`src/rtl/iob_ram_tdp_be_pipe.sv`:
```
// True dual-port RAM with byte write enables, selectable same-port read-during-write
// behaviour, optional output register, read-valid strobes and cross-port collision flag.
module iob_ram_tdp_be_pipe #(
    parameter int DATA_W  = 32,
    parameter int ADDR_W  = 4,
    parameter int MODE    = 0,
    parameter int OUT_REG = 0
) (
    input  logic                clk_i,
    input  logic                rst_i,
    input  logic                enA_i,
    input  logic [DATA_W/8-1:0] weA_i,
    input  logic [ADDR_W-1:0]   addrA_i,
    input  logic [DATA_W-1:0]   dA_i,
    output logic [DATA_W-1:0]   dA_o,
    output logic                dA_valid_o,
    input  logic                enB_i,
    input  logic [DATA_W/8-1:0] weB_i,
    input  logic [ADDR_W-1:0]   addrB_i,
    input  logic [DATA_W-1:0]   dB_i,
    output logic [DATA_W-1:0]   dB_o,
    output logic                dB_valid_o,
    output logic                collision_o
);

    localparam int NB    = DATA_W / 8;
    localparam int DEPTH = 2 ** ADDR_W;

    typedef enum logic [1:0] {
        READ_FIRST  = 2'd0,
        WRITE_FIRST = 2'd1,
        NO_CHANGE   = 2'd2
    } rdw_mode_t;

    localparam rdw_mode_t RDW = rdw_mode_t'(MODE[1:0]);

    logic [DATA_W-1:0] mem [DEPTH];

    logic [DATA_W-1:0] nxt_a, nxt_b;
    logic              upd_a, upd_b;
    logic [DATA_W-1:0] rd_a, rd_b;
    logic              rv_a, rv_b;
    logic              coll_q;

    function automatic logic [DATA_W-1:0] merge(input logic [DATA_W-1:0] old,
                                                input logic [DATA_W-1:0] d,
                                                input logic [NB-1:0]     we);
        logic [DATA_W-1:0] r;
        r = old;
        for (int unsigned k = 0; k < NB; k++) begin
            if (we[k]) r[8*k +: 8] = d[8*k +: 8];
        end
        return r;
    endfunction

    // Port A's assignment comes last, so it wins any lane both ports write at the same address.
    always_ff @(posedge clk_i) begin
        if (!rst_i) begin
            for (int unsigned k = 0; k < NB; k++) begin
                if (enB_i && weB_i[k]) mem[addrB_i][8*k +: 8] <= dB_i[8*k +: 8];
                if (enA_i && weA_i[k]) mem[addrA_i][8*k +: 8] <= dA_i[8*k +: 8];
            end
        end
    end

    always_comb begin
        nxt_a = mem[addrA_i];
        upd_a = enA_i;
        nxt_b = mem[addrB_i];
        upd_b = enB_i;
        case (RDW)
            WRITE_FIRST: begin
                nxt_a = merge(mem[addrA_i], dA_i, weA_i);
                nxt_b = merge(mem[addrB_i], dB_i, weB_i);
            end
            NO_CHANGE: begin
                if (|weA_i) upd_a = 1'b0;
                if (|weB_i) upd_b = 1'b0;
            end
            default: ;
        endcase
    end

    always_ff @(posedge clk_i) begin
        if (rst_i) begin
            rd_a   <= '0;
            rd_b   <= '0;
            rv_a   <= 1'b0;
            rv_b   <= 1'b0;
            coll_q <= 1'b0;
        end else begin
            rv_a <= upd_a;
            rv_b <= upd_b;
            if (upd_a) rd_a <= nxt_a;
            if (upd_b) rd_b <= nxt_b;
            coll_q <= enA_i && enB_i && (addrA_i == addrB_i) && (|weA_i || |weB_i);
        end
    end

    assign collision_o = coll_q;

    generate
        if (OUT_REG != 0) begin : g_oreg
            logic [DATA_W-1:0] q_a, q_b;
            logic              v_a, v_b;

            always_ff @(posedge clk_i) begin
                if (rst_i) begin
                    q_a <= '0;
                    q_b <= '0;
                    v_a <= 1'b0;
                    v_b <= 1'b0;
                end else begin
                    v_a <= rv_a;
                    v_b <= rv_b;
                    if (rv_a) q_a <= rd_a;
                    if (rv_b) q_b <= rd_b;
                end
            end

            assign dA_o       = q_a;
            assign dA_valid_o = v_a;
            assign dB_o       = q_b;
            assign dB_valid_o = v_b;
        end else begin : g_noreg
            assign dA_o       = rd_a;
            assign dA_valid_o = rv_a;
            assign dB_o       = rd_b;
            assign dB_valid_o = rv_b;
        end
    endgenerate

endmodule

```
`config.mk`:
```
export PLATFORM = sky130hd
export DESIGN_NAME = iob_ram_tdp_be_pipe
export DESIGN_NICKNAME = d
export VERILOG_FILES = /design/src/rtl/iob_ram_tdp_be_pipe.sv
export SDC_FILE = /design/constraint.sdc
export NUM_CORES = 1
export LEC_CHECK = 0
export BUFFER_PORTS_ARGS = -buffer_cell sky130_fd_sc_hd__buf_2
export CELL_PAD_IN_SITES_DETAIL_PLACEMENT = 1
export CELL_PAD_IN_SITES_GLOBAL_PLACEMENT = 1
export CORE_UTILIZATION = 45
export CTS_CLUSTER_SIZE = 16
export DETAILED_ROUTE_END_ITERATION = 8
export PLACE_DENSITY_LB_ADDON = 0.1
export SLEW_MARGIN = 10
export SYNTH_ARGS = -nofsm -noshare
export SYNTH_HDL_FRONTEND = slang
export SYNTH_SLANG_ARGS = --single-unit
```
`constraint.sdc`:
```
create_clock -name clk_i -period 2.5 [get_ports clk_i]
set_input_delay 0.25 -clock clk_i [delete_from_list [all_inputs] [get_ports clk_i]]
set_output_delay 0.25 -clock clk_i [all_outputs]
set_load 0.01 [all_outputs]
```
# ---- Yosys cells after proc, flatten, opt, wreduce, memory -nomap -nowiden
# Memory sizes are Yosys's and may differ from the RTL's. A register that Yosys moved wholly into a read port is not among the register bits.
# Index checks and enable logic that the tools add are counted.
dict set report totals {
  inputBits 84
  regBits 3
  mem_bits_rw 512
  rom_bits 0
  memories 1
  latch_bits 0
}
# memory depth width rd rd_ports_with_merged_regs wr line_no
set memory_table {}
lappend memory_table {mem 16 32 2 2 2 37} ;# logic [DATA_W-1:0] mem [DEPTH];
dict set report op_classes {
  add_sub_neg 0
  reduce_logical 14
  n_eq_ne 1
  n_mux 24
  order_cmp 0
  div 0
  multipliers 0
  bitwise_logic 0
  n_shift 0
}
# op n
set op_table {}
lappend op_table {{2-to-1 mux 1 bit} 24}
lappend op_table {{logical AND 1 bit} 11}
lappend op_table {{OR reduction 4 bit} 2}
lappend op_table {{equality test 4 bit} 1}
lappend op_table {{logical OR 1 bit} 1}

# ---- Depth between registers and ports, before layout
# Gate-level depths: netlist of the first run.
dict set report logic_depth {
  word_depth 4
  depth_mapped 8
  depth_no_buf 4
}

# ---- Worst setup path before layout of the first run
# No wires, ideal clock.
dict set report synth_path {
  path_type {input port to flip-flop}
  from {input addrB_i[3]}
  to {memory mem[10][0], enable pin}
  setup_time_ns 0.384
  slack_ns 0.359
  stages 6
  arrival_ns 1.757
  path_buffers 3
  path_cell_list {buf_2 > buf_4 > buf_2 > nor2b_1 > nand2_1 > o21ai_0}
}
# item line_no
set synth_lines {}
lappend synth_lines {{from (decl)} 19} ;# input logic [ADDR_W-1:0] addrB_i,
lappend synth_lines {{to (decl)} 37}

==> qor.csv, run 1 <==
metric,value,unit
outcome,completed,
die height,273.5,um
Worst EP required,2.85,ns
core area,72960,um^2
Cells after Synth,2474,
clock tree sinks,579,
top cell type by total area after synthesis,edfxtp_1,
Least-Margin Pin Slew,0.9663,ns
ANT nets after route,0,
Synth Area in Compound Gates,6.836,%
Final Hold Viols,0,
post-layout net count,2759,
worst setup path class,in -> reg,
Pre-antenna DRT Iters,5,
Unique masters post-synth,40,
row cnt,99,
CP max stage delay,0.56,ns
first-pass GRT wire length,165800,um
Post-Synthesis Mean Instance Area,13.41,um^2
Die X,273.5,um
#FFs+latches synth,579,
Crit-path slowest cell,nor2_2,
Tcrit/Tclk final,92.19,%
Leak Pwr,13.83,nW
vias in the first global route,24974,
final setup vio count,0,
fill cell count,7331,
Simple-Gate Fraction of Synth Area,5.859,%
crit-path max FO,10,
startpoint types,primary input,
fin. max-slew vios,0,
Worst Skew,0.02287,ns
minimum clock period,2.305,ns
share of layout cells above drive strength 1,39.20,%
Synth top area share,46.36,%
DRC,0,
sequential fraction of the synthesis area,50.40,%
via count,23333,
mapped cell area,33170,um^2
main combinational cell family by area after synthesis,multiplexers,
number of synthesized flops with an enable pin,512,
VDD IR-drop max,0.6345,mV
pwr dens,619.1,nW/um^2
Final Util,51.90,%
final wirelength,113400,um
Die ar.,74790,um^2
RSZ-0062 raised after global routing,no,
Layout Cells excl Fill,3689,
worst-case clock buffer depth,3,
CTS root buffer,clkbuf_16,
fraction of registers with async set/reset,0,%
setup_tns,0,ns
GPL Wtd Cong,0.8561,
GRT Total Usage,30.23,%
Synthesis Warnings,0,
CP endpoint kind,register,
CP top delay family,simple AND/OR/NAND/NOR gates,
largest net degree at the start of global routing,66,
Synth Area in XOR/XNOR,0.1056,%
Post-DP HPWL,76340,um
top_reg_cell synth,edfxtp_1,
Area contributors post-synth,"edfxtp_1, mux2_2, mux2i_1",
Hold WC Path Type,in -> reg,
Placed Instances,3562,
critical-path cell list,"dlygate4sd3_1, buf_2, nor2b_1, buf_4, nand2_1, nor2_2, mux2_2",
Mapped Nets,2558,
post-cts sizing count,0,
CP bufs+invs,3,
max-cap viol count,0,
FF+latch area,16720,um^2
number of buffers created by CTS,68,
Post-synth top cells,"edfxtp_1, mux2_2, mux2i_1, o22ai_1, nor2_1",
htree depth,3,
critical path arrival,2.66,ns
Initial Utilization,45.46,%
multi-input logic area,15310,um^2
vias per cell,6.325,
CTS tree,yes,
wire length per cell,30.74,um
clk slew on worst S/H paths,0.06,ns
slew margin rel.,35.58,%
IO Count,151,
multiplexer share of the synthesized area,33.32,%
clk_lat worst skew,0.61,ns
area growth from synthesis to layout,14.17,%
DR iter-0 viols,1704,
initial antenna violation count,7,
Post-Synth Adder-Cell Area,0,%
total grt overflow,0,
most common cell in the netlist,edfxtp_1,
PortBufs,150,
fmax,433.9,MHz
-- power by group --
| part | internal [mW] | switching (mW) |
|---|---|---|
| registers | 10.7 | 0.119 |
| clock network | 5.77 | 4.14 |
| logic | 1.09 | 1.60 |
| total | 17.6 | 5.85 |
-- placed cells by master (no fill, tap or decap), types with 44 or more instances in the layout --
cell type and instances:
edfxtp_1 512, mux2_2 489, mux2i_1 384, buf_4 192, o22ai_1 148, buf_2 144
nor2_1 131, nand2_1 97, clkbuf_16 71, nand3_1 68, dfxtp_1 67, mux4_2 64
a2bb2oi_1 64, a311oi_1 64, o21ai_0 44
-- logic make-up (layout without fill, tap and decap cells) --
group                     after synthesis  after routing
buffers and inverters                 223            476
AOI/OAI and AO/OA                     320            320
DFF                                   579            579
other                                   0              3
and+or+nand+nor                       388            388
xor gates and xnor gates                4              4
muxes                                 960            960
-- metrics by stage --
stage / hold slack, ns / setup slack (ns) / power, mW / instance area (um^2)
3_5_place_dp: 0.4793 / 0.1660 / 13.71 / 35690
6_report: 0.1444 / 0.1953 / 23.44 / 37870
3_3_place_gp: 0.4746 / 0.1957 / 13.62 / 35690
5_1_grt: 0.1313 / 0.1147 / 24.07 / 37870
4_1_cts: 0.1079 / 0.2445 / 23.58 / 37860
2_1_floorplan: 0.3662 / 0.3590 / 12.73 / 33170
-- final timing paths --
kind                    start    endpoint  slack [ns]  depth (start not counted)
setup / recovery        rst_i  mem[14][6]        0.20                          7
setup reg to reg  mem[14][12]    dA_o[12]        0.92                          4
hold reg to reg      dB_o[10]    dB_o[10]        0.48                          2
hold / removal          enA_i  dA_valid_o        0.14                          3
-- area by class of cell --
| class | count | area share [%] |
|---|---|---|
| timing repair buffer | 354 | 6.536 |
| sequential | 579 | 44.14 |
| multi-input combinational | 1672 | 40.44 |
| tap | 959 | 3.169 |
| clock buffer | 93 | 5.069 |
| antenna | 3 | 0.01982 |
| clock inverter | 29 | 0.6212 |
-- state kept, by name, summed over array words and instances (netlist names) --
register / flops
collision_o: 1
dA_o: 32
dA_valid_o: 1
dB_o: 32
dB_valid_o: 1
mem: 512
-- routing by layer --
| layer | track usage [%] | wire, um | up-vias |
|---|---|---|---|
| li1 | - | - | 10158 |
| met1 | 38.94 | 47320 | 12211 |
| met2 | 51.90 | 56600 | 764 |
| met3 | 4.579 | 6485 | 194 |
| met4 | 10.03 | 2961 | 6 |
| met5 | 0 | 41 | - |
-- repair_timing --
action | CTS | global route
hold buffers | 2 | 0
setup buffers | 0 | 0
hold endpoints to repair | 1 | 0
-- worst register-to-register path, delay by kind of cell, from the launching register on --
kind	cells	cell delay [ns]
multiplexers	1	0.50
AND/OR/NAND/NOR	1	0.21
flip-flops	1	0.42
AO/OA/AOI/OAI	2	0.27
Power figures use the tool's default switching activity.
==> run 2: changes to the inputs <==
--- a/config.mk
+++ b/config.mk
@@ -5,6 +5,7 @@
 export SDC_FILE = /design/constraint.sdc
 export NUM_CORES = 1
 export LEC_CHECK = 0
+export ABC_AREA = 1
 export BUFFER_PORTS_ARGS = -buffer_cell sky130_fd_sc_hd__buf_2
 export CELL_PAD_IN_SITES_DETAIL_PLACEMENT = 1
 export CELL_PAD_IN_SITES_GLOBAL_PLACEMENT = 1
==> run 2 against run 1 <==
Maximum frequency is 9.9% higher; die area grew 4.9%; register-to-register slack better by 0.10 ns; sequential share of layout area decreased by 1.6 points; clock skew rose by 0.0019 ns; final cell count rose by 68%; cell area grew 3.8%; synthesized cell count grew 110%; via count up 51%; flip-flop and latch count unchanged.
==> qor.csv, run 2 <==
metric,value,unit
outcome,completed,
minimum clock period,2.098,ns
VDD IR-drop max,0.4392,mV
PortBufs,150,
Synthesis Warnings,0,
pwr dens,615.6,nW/um^2
worst-case clock buffer depth,3,
share of layout cells above drive strength 1,9.421,%
setup_tns,0,ns
Pre-antenna DRT Iters,5,
#FFs+latches synth,579,
Synth top area share,44.17,%
most common cell in the netlist,nand2_1,
sequential fraction of the synthesis area,48.02,%
Mapped Nets,5157,
largest net degree at the start of global routing,111,
mapped cell area,34810,um^2
CTS root buffer,clkbuf_16,
Layout Cells excl Fill,6211,
Post-synth top cells,"nand2_1, nor2_1, edfxtp_1, o21ai_0, o21ai_1",
number of buffers created by CTS,71,
GPL Wtd Cong,0.9417,
crit-path max FO,5,
final setup vio count,0,
Die X,280.1,um
Area contributors post-synth,"edfxtp_1, nand2_1, o21ai_0",
total grt overflow,0,
core area,76200,um^2
Post-DP HPWL,90160,um
wire length per cell,23.19,um
slew margin rel.,29.23,%
Post-Synthesis Mean Instance Area,6.862,um^2
RSZ-0062 raised after global routing,no,
critical-path cell list,"dlygate4sd3_1, buf_2, nor2_1, nand2_1, o21ai_0, buf_4",
die height,280.1,um
initial antenna violation count,6,
ANT nets after route,0,
"Most flops, register",mem,
worst setup path class,in -> reg,
max-cap viol count,0,
Crit-path slowest cell,o21ai_0,
Hold WC Path Type,in -> reg,
top_reg_cell synth,edfxtp_1,
most frequent cells in the layout,"nand2_1, nor2_1, edfxtp_1",
post-layout net count,5206,
Unique masters post-synth,22,
fin. max-slew vios,0,
fraction of registers with async set/reset,0,%
htree depth,3,
critical path arrival,2.42,ns
post-cts sizing count,0,
DRC,0,
Least-Margin Pin Slew,1.062,ns
vias per cell,5.655,
top cell type by total area after synthesis,edfxtp_1,
via count,35123,
Tcrit/Tclk final,83.90,%
clock tree sinks,579,
clk_lat worst skew,0.63,ns
Final Hold Viols,0,
Die ar.,78470,um^2
fmax,476.7,MHz
Cells after Synth,5073,
Leak Pwr,18.81,nW
Largest register FFs,512,
"commonest non-fill, non-tap cell in the layout",nand2_1,
Final Util,51.56,%
Placed Instances,6076,
CP endpoint kind,register,
CP max stage delay,0.80,ns
Initial Utilization,45.68,%
number of synthesized flops with an enable pin,512,
first-pass GRT wire length,215700,um
IO Count,151,
GRT Total Usage,36.80,%
Worst Skew,0.02475,ns
row cnt,101,
Worst EP required,2.82,ns
area growth from synthesis to layout,12.86,%
CTS tree,yes,
DR iter-0 viols,3236,
vias in the first global route,35221,
final wirelength,144000,um
clk slew on worst S/H paths,0.06,ns
startpoint types,primary input,
[run 2: metal layers]
layer	part of all wire, %	global-route usage [%]
met5	0.031	0
met4	4.2	15.78
met3	7.5	5.587
met2	46	59.67
met1	42	48.86
[run 2: area by class of cell]
type,instances,area (um^2)
timing repair buffer,340,2382
tap,1030,1289
inverter,221,844.6
multi-input combinational,3909,15800
fill,9893,36910
sequential,579,16720
antenna,1,2.502
clock inverter,24,147.6
clock buffer,107,2110
[run 2: stage by stage]
stage / total power [mW] / hold WS, ns / setup slack [ns] / cell area, um^2
2_1_floorplan: 12.87 / 0.3778 / 0.3299 / 34810
3_3_place_gp: 13.99 / 0.4875 / 0.2717 / 37000
5_1_grt: 24.86 / 0.05342 / 0.3051 / 39290
4_1_cts: 24.23 / 0.01864 / 0.4834 / 39290
6_report: 24.19 / 0.04448 / 0.4024 / 39290
3_5_place_dp: 14.08 / 0.4949 / 0.3002 / 37000
[run 2: kinds of logic after synthesis]
logic type	count (synthesis)	synth area share (%)
buffers and inverters	585	6.696
DFF	579	48.02
xor gates and xnor gates	2	0.05033
and+or+nand+nor	3201	35.08
AOI/OAI and AO/OA	706	10.16
[run 2: worst max-delay path: cells and delay by family]
kind | cells | cell delay (ns)
buffers and inverters | 3 | 0.95
AND/OR/NAND/NOR | 2 | 0.41
AO/OA/AOI/OAI | 1 | 0.80
[run 2: path summary, 6_finish.rpt]
kind	end	cells past startpoint	start	slack (ns)
max	mem[15][17]	6	rst_i	0.40
min	dB_valid_o	4	enB_i	0.04
max reg2reg	dA_o[0]	8	mem[0][0]	1.02
min reg2reg	dB_o[9]	2	dB_o[9]	0.51
[run 2: what timing repair did]
item	in CTS	in global routing
setup endpoints to repair	0	0
hold endpoints to repair	2	0
hold buffers	3	0
setup buffers	0	0
[run 2: where the power goes]
part	internal (mW)	switching (mW)
logic	0.852	2.26
registers	10.7	0.0959
clock network	5.93	4.32
total	17.5	6.67
==> run 3: changes to the inputs <==
--- a/config.mk
+++ b/config.mk
@@ -5,7 +5,7 @@
 export SDC_FILE = /design/constraint.sdc
 export NUM_CORES = 1
 export LEC_CHECK = 0
-export ABC_AREA = 1
+export ABC_AREA = 0
 export BUFFER_PORTS_ARGS = -buffer_cell sky130_fd_sc_hd__buf_2
 export CELL_PAD_IN_SITES_DETAIL_PLACEMENT = 1
 export CELL_PAD_IN_SITES_GLOBAL_PLACEMENT = 1
==> constraint.sdc (replaced) <==
create_clock -name clk_i -period 1.8 [get_ports clk_i]
set_input_delay 0.18 -clock clk_i [delete_from_list [all_inputs] [get_ports clk_i]]
set_output_delay 0.18 -clock clk_i [all_outputs]
set_load 0.01 [all_outputs]
==> run 3 against run 2 <==
Hold slack gained 0.038 ns; critical path depth decreased by 2; combinational power rose by 29%; wire length down 20%; sequential power grew 40%; clock-buffer cell count decreased by 13; global-route usage decreased by 6.1 points; critical endpoint is now dA_o[8]; clock power is 37% higher; final cell count down 39%; power up 37%.
==> qor.csv, run 3 (same netlist as run 1, synthesis figures left out) <==
metric,value,unit
row cnt,99,
CP top delay family,multiplexers,
"commonest non-fill, non-tap cell in the layout",edfxtp_1,
max-cap viol count,0,
worst r2r src,mem[12][8],
vias per cell,6.277,
share of layout cells above drive strength 1,43.46,%
GRT Total Usage,30.72,%
Die ar.,74790,um^2
area growth from synthesis to layout,20.56,%
via count,23744,
initial antenna violation count,2,
CP max stage delay,0.52,ns
DR iter-0 viols,1983,
Pre-antenna DRT Iters,7,
Worst Skew,0.02039,ns
die height,273.5,um
CTS tree,yes,
wire length per cell,30.42,um
IO Count,151,
setup_tns,0,ns
CP bufs+invs,0,
Worst Setup SP,mem[12][8],
DRC,0,
Worst Hold Launch,enB_i,
GPL Wtd Cong,0.8788,
critical path arrival,1.94,ns
htree depth,3,
"Most flops, register",mem,
CTS root buffer,clkbuf_16,
fin. max-slew vios,0,
worst setup path class,reg -> reg,
Final Hold Viols,0,
pwr dens,829.0,nW/um^2
total grt overflow,0,
worst-case clock buffer depth,3,
RSZ-0062 raised after global routing,no,
fmax,663.2,MHz
most frequent cells in the layout,"edfxtp_1, mux2_2, mux2i_1",
minimum clock period,1.508,ns
Initial Utilization,45.46,%
Least-Margin Pin Slew,0.9878,ns
Worst EP required,2.24,ns
number of buffers created by CTS,68,
CP endpoint kind,register,
Crit-path slowest cell,mux4_2,
vias in the first global route,25444,
post-cts sizing count,0,
crit-path max FO,2,
outcome,completed,
slew margin rel.,34.15,%
Post-CTS Setup Bufs,0,
final wirelength,115100,um
VDD IR-drop max,0.8041,mV
clk slew on worst S/H paths,0.06,ns
Fin Hold WS,0.08239,ns
post-layout net count,2852,
Tcrit/Tclk final,83.77,%
startpoint types,register,
final setup vio count,0,
Die X,273.5,um
ANT nets after route,0,
critical-path cell list,"mux4_2, a2bb2oi_1, nand3_1, a311oi_1",
Hold WC Path Type,in -> reg,
clk_lat worst skew,0.61,ns
largest net degree at the start of global routing,66,
core area,72960,um^2
clock tree sinks,579,
Leak Pwr,14.68,nW
PortBufs,150,
first-pass GRT wire length,168700,um
Post-DP HPWL,80130,um
Largest register FFs,512,
==> run 3: timing repair <==
item / in CTS / in global routing
hold buffers: 1 / 0
setup endpoints to repair: 0 / 0
hold endpoints to repair: 1 / 0
==> run 3: final timing paths <==
| kind | endpoint | slack (ns) | cells after the start |
|---|---|---|---|
| max reg2reg | dA_o[8] | 0.29 | 4 |
| max | dA_o[8] | 0.29 | 4 |
| min | dB_valid_o | 0.08 | 3 |
| min reg2reg | dB_o[7] | 0.48 | 2 |
==> run 3: through the flow <==
step           setup WS [ns]  cells  power (mW)  area [um^2]  utilization (%)
2_1_floorplan        -0.1747   2474       17.71        33440                -
3_3_place_gp         -0.2310   3656       19.19        37760            51.75
3_5_place_dp         -0.2469   3656       19.31        37760            51.75
4_1_cts               0.2871   3782       33.33        39980            54.80
5_1_grt               0.2326   3782       34.01        39980            54.80
6_report              0.2922   3783       33.15        39990            54.81
==> run 3: power breakdown <==
part / leakage (nW) / switching [mW] / internal, mW / total [mW]
combinational: 8.42 / 2.31 / 1.71 / 4.02
clock: 1.09 / 5.75 / 8.31 / 14.1
sequential: 5.17 / 0.164 / 14.9 / 15.1
total: 14.7 / 8.22 / 24.9 / 33.1
==> run 3: final cells by class <==
type                            count  area, um^2
Antenna cell                        1       2.502
Sequential cell                   579       16720
Clock buffer                       94        1872
Timing Repair Buffer              447        4259
Tap cell                          959        1200
Clock inverter                     31       347.8
Fill cell                        7148       32970
Multi-Input combinational cell   1672       15590
==> run 3: routing by layer <==
layer | up-vias | GRT usage, % | wire length, um
li1 | 10348 | - | -
met1 | 12414 | 40.44 | 48500
met2 | 790 | 53.08 | 57710
met3 | 190 | 3.237 | 5870
met4 | 2 | 9.571 | 2999
met5 | - | 0 | 13
==> run 3: worst min-delay path, delay by kind of cell <==
family	cells	cell delay (ns)
buffers and inverters	2	0.31
AND/OR/NAND/NOR	1	0.14
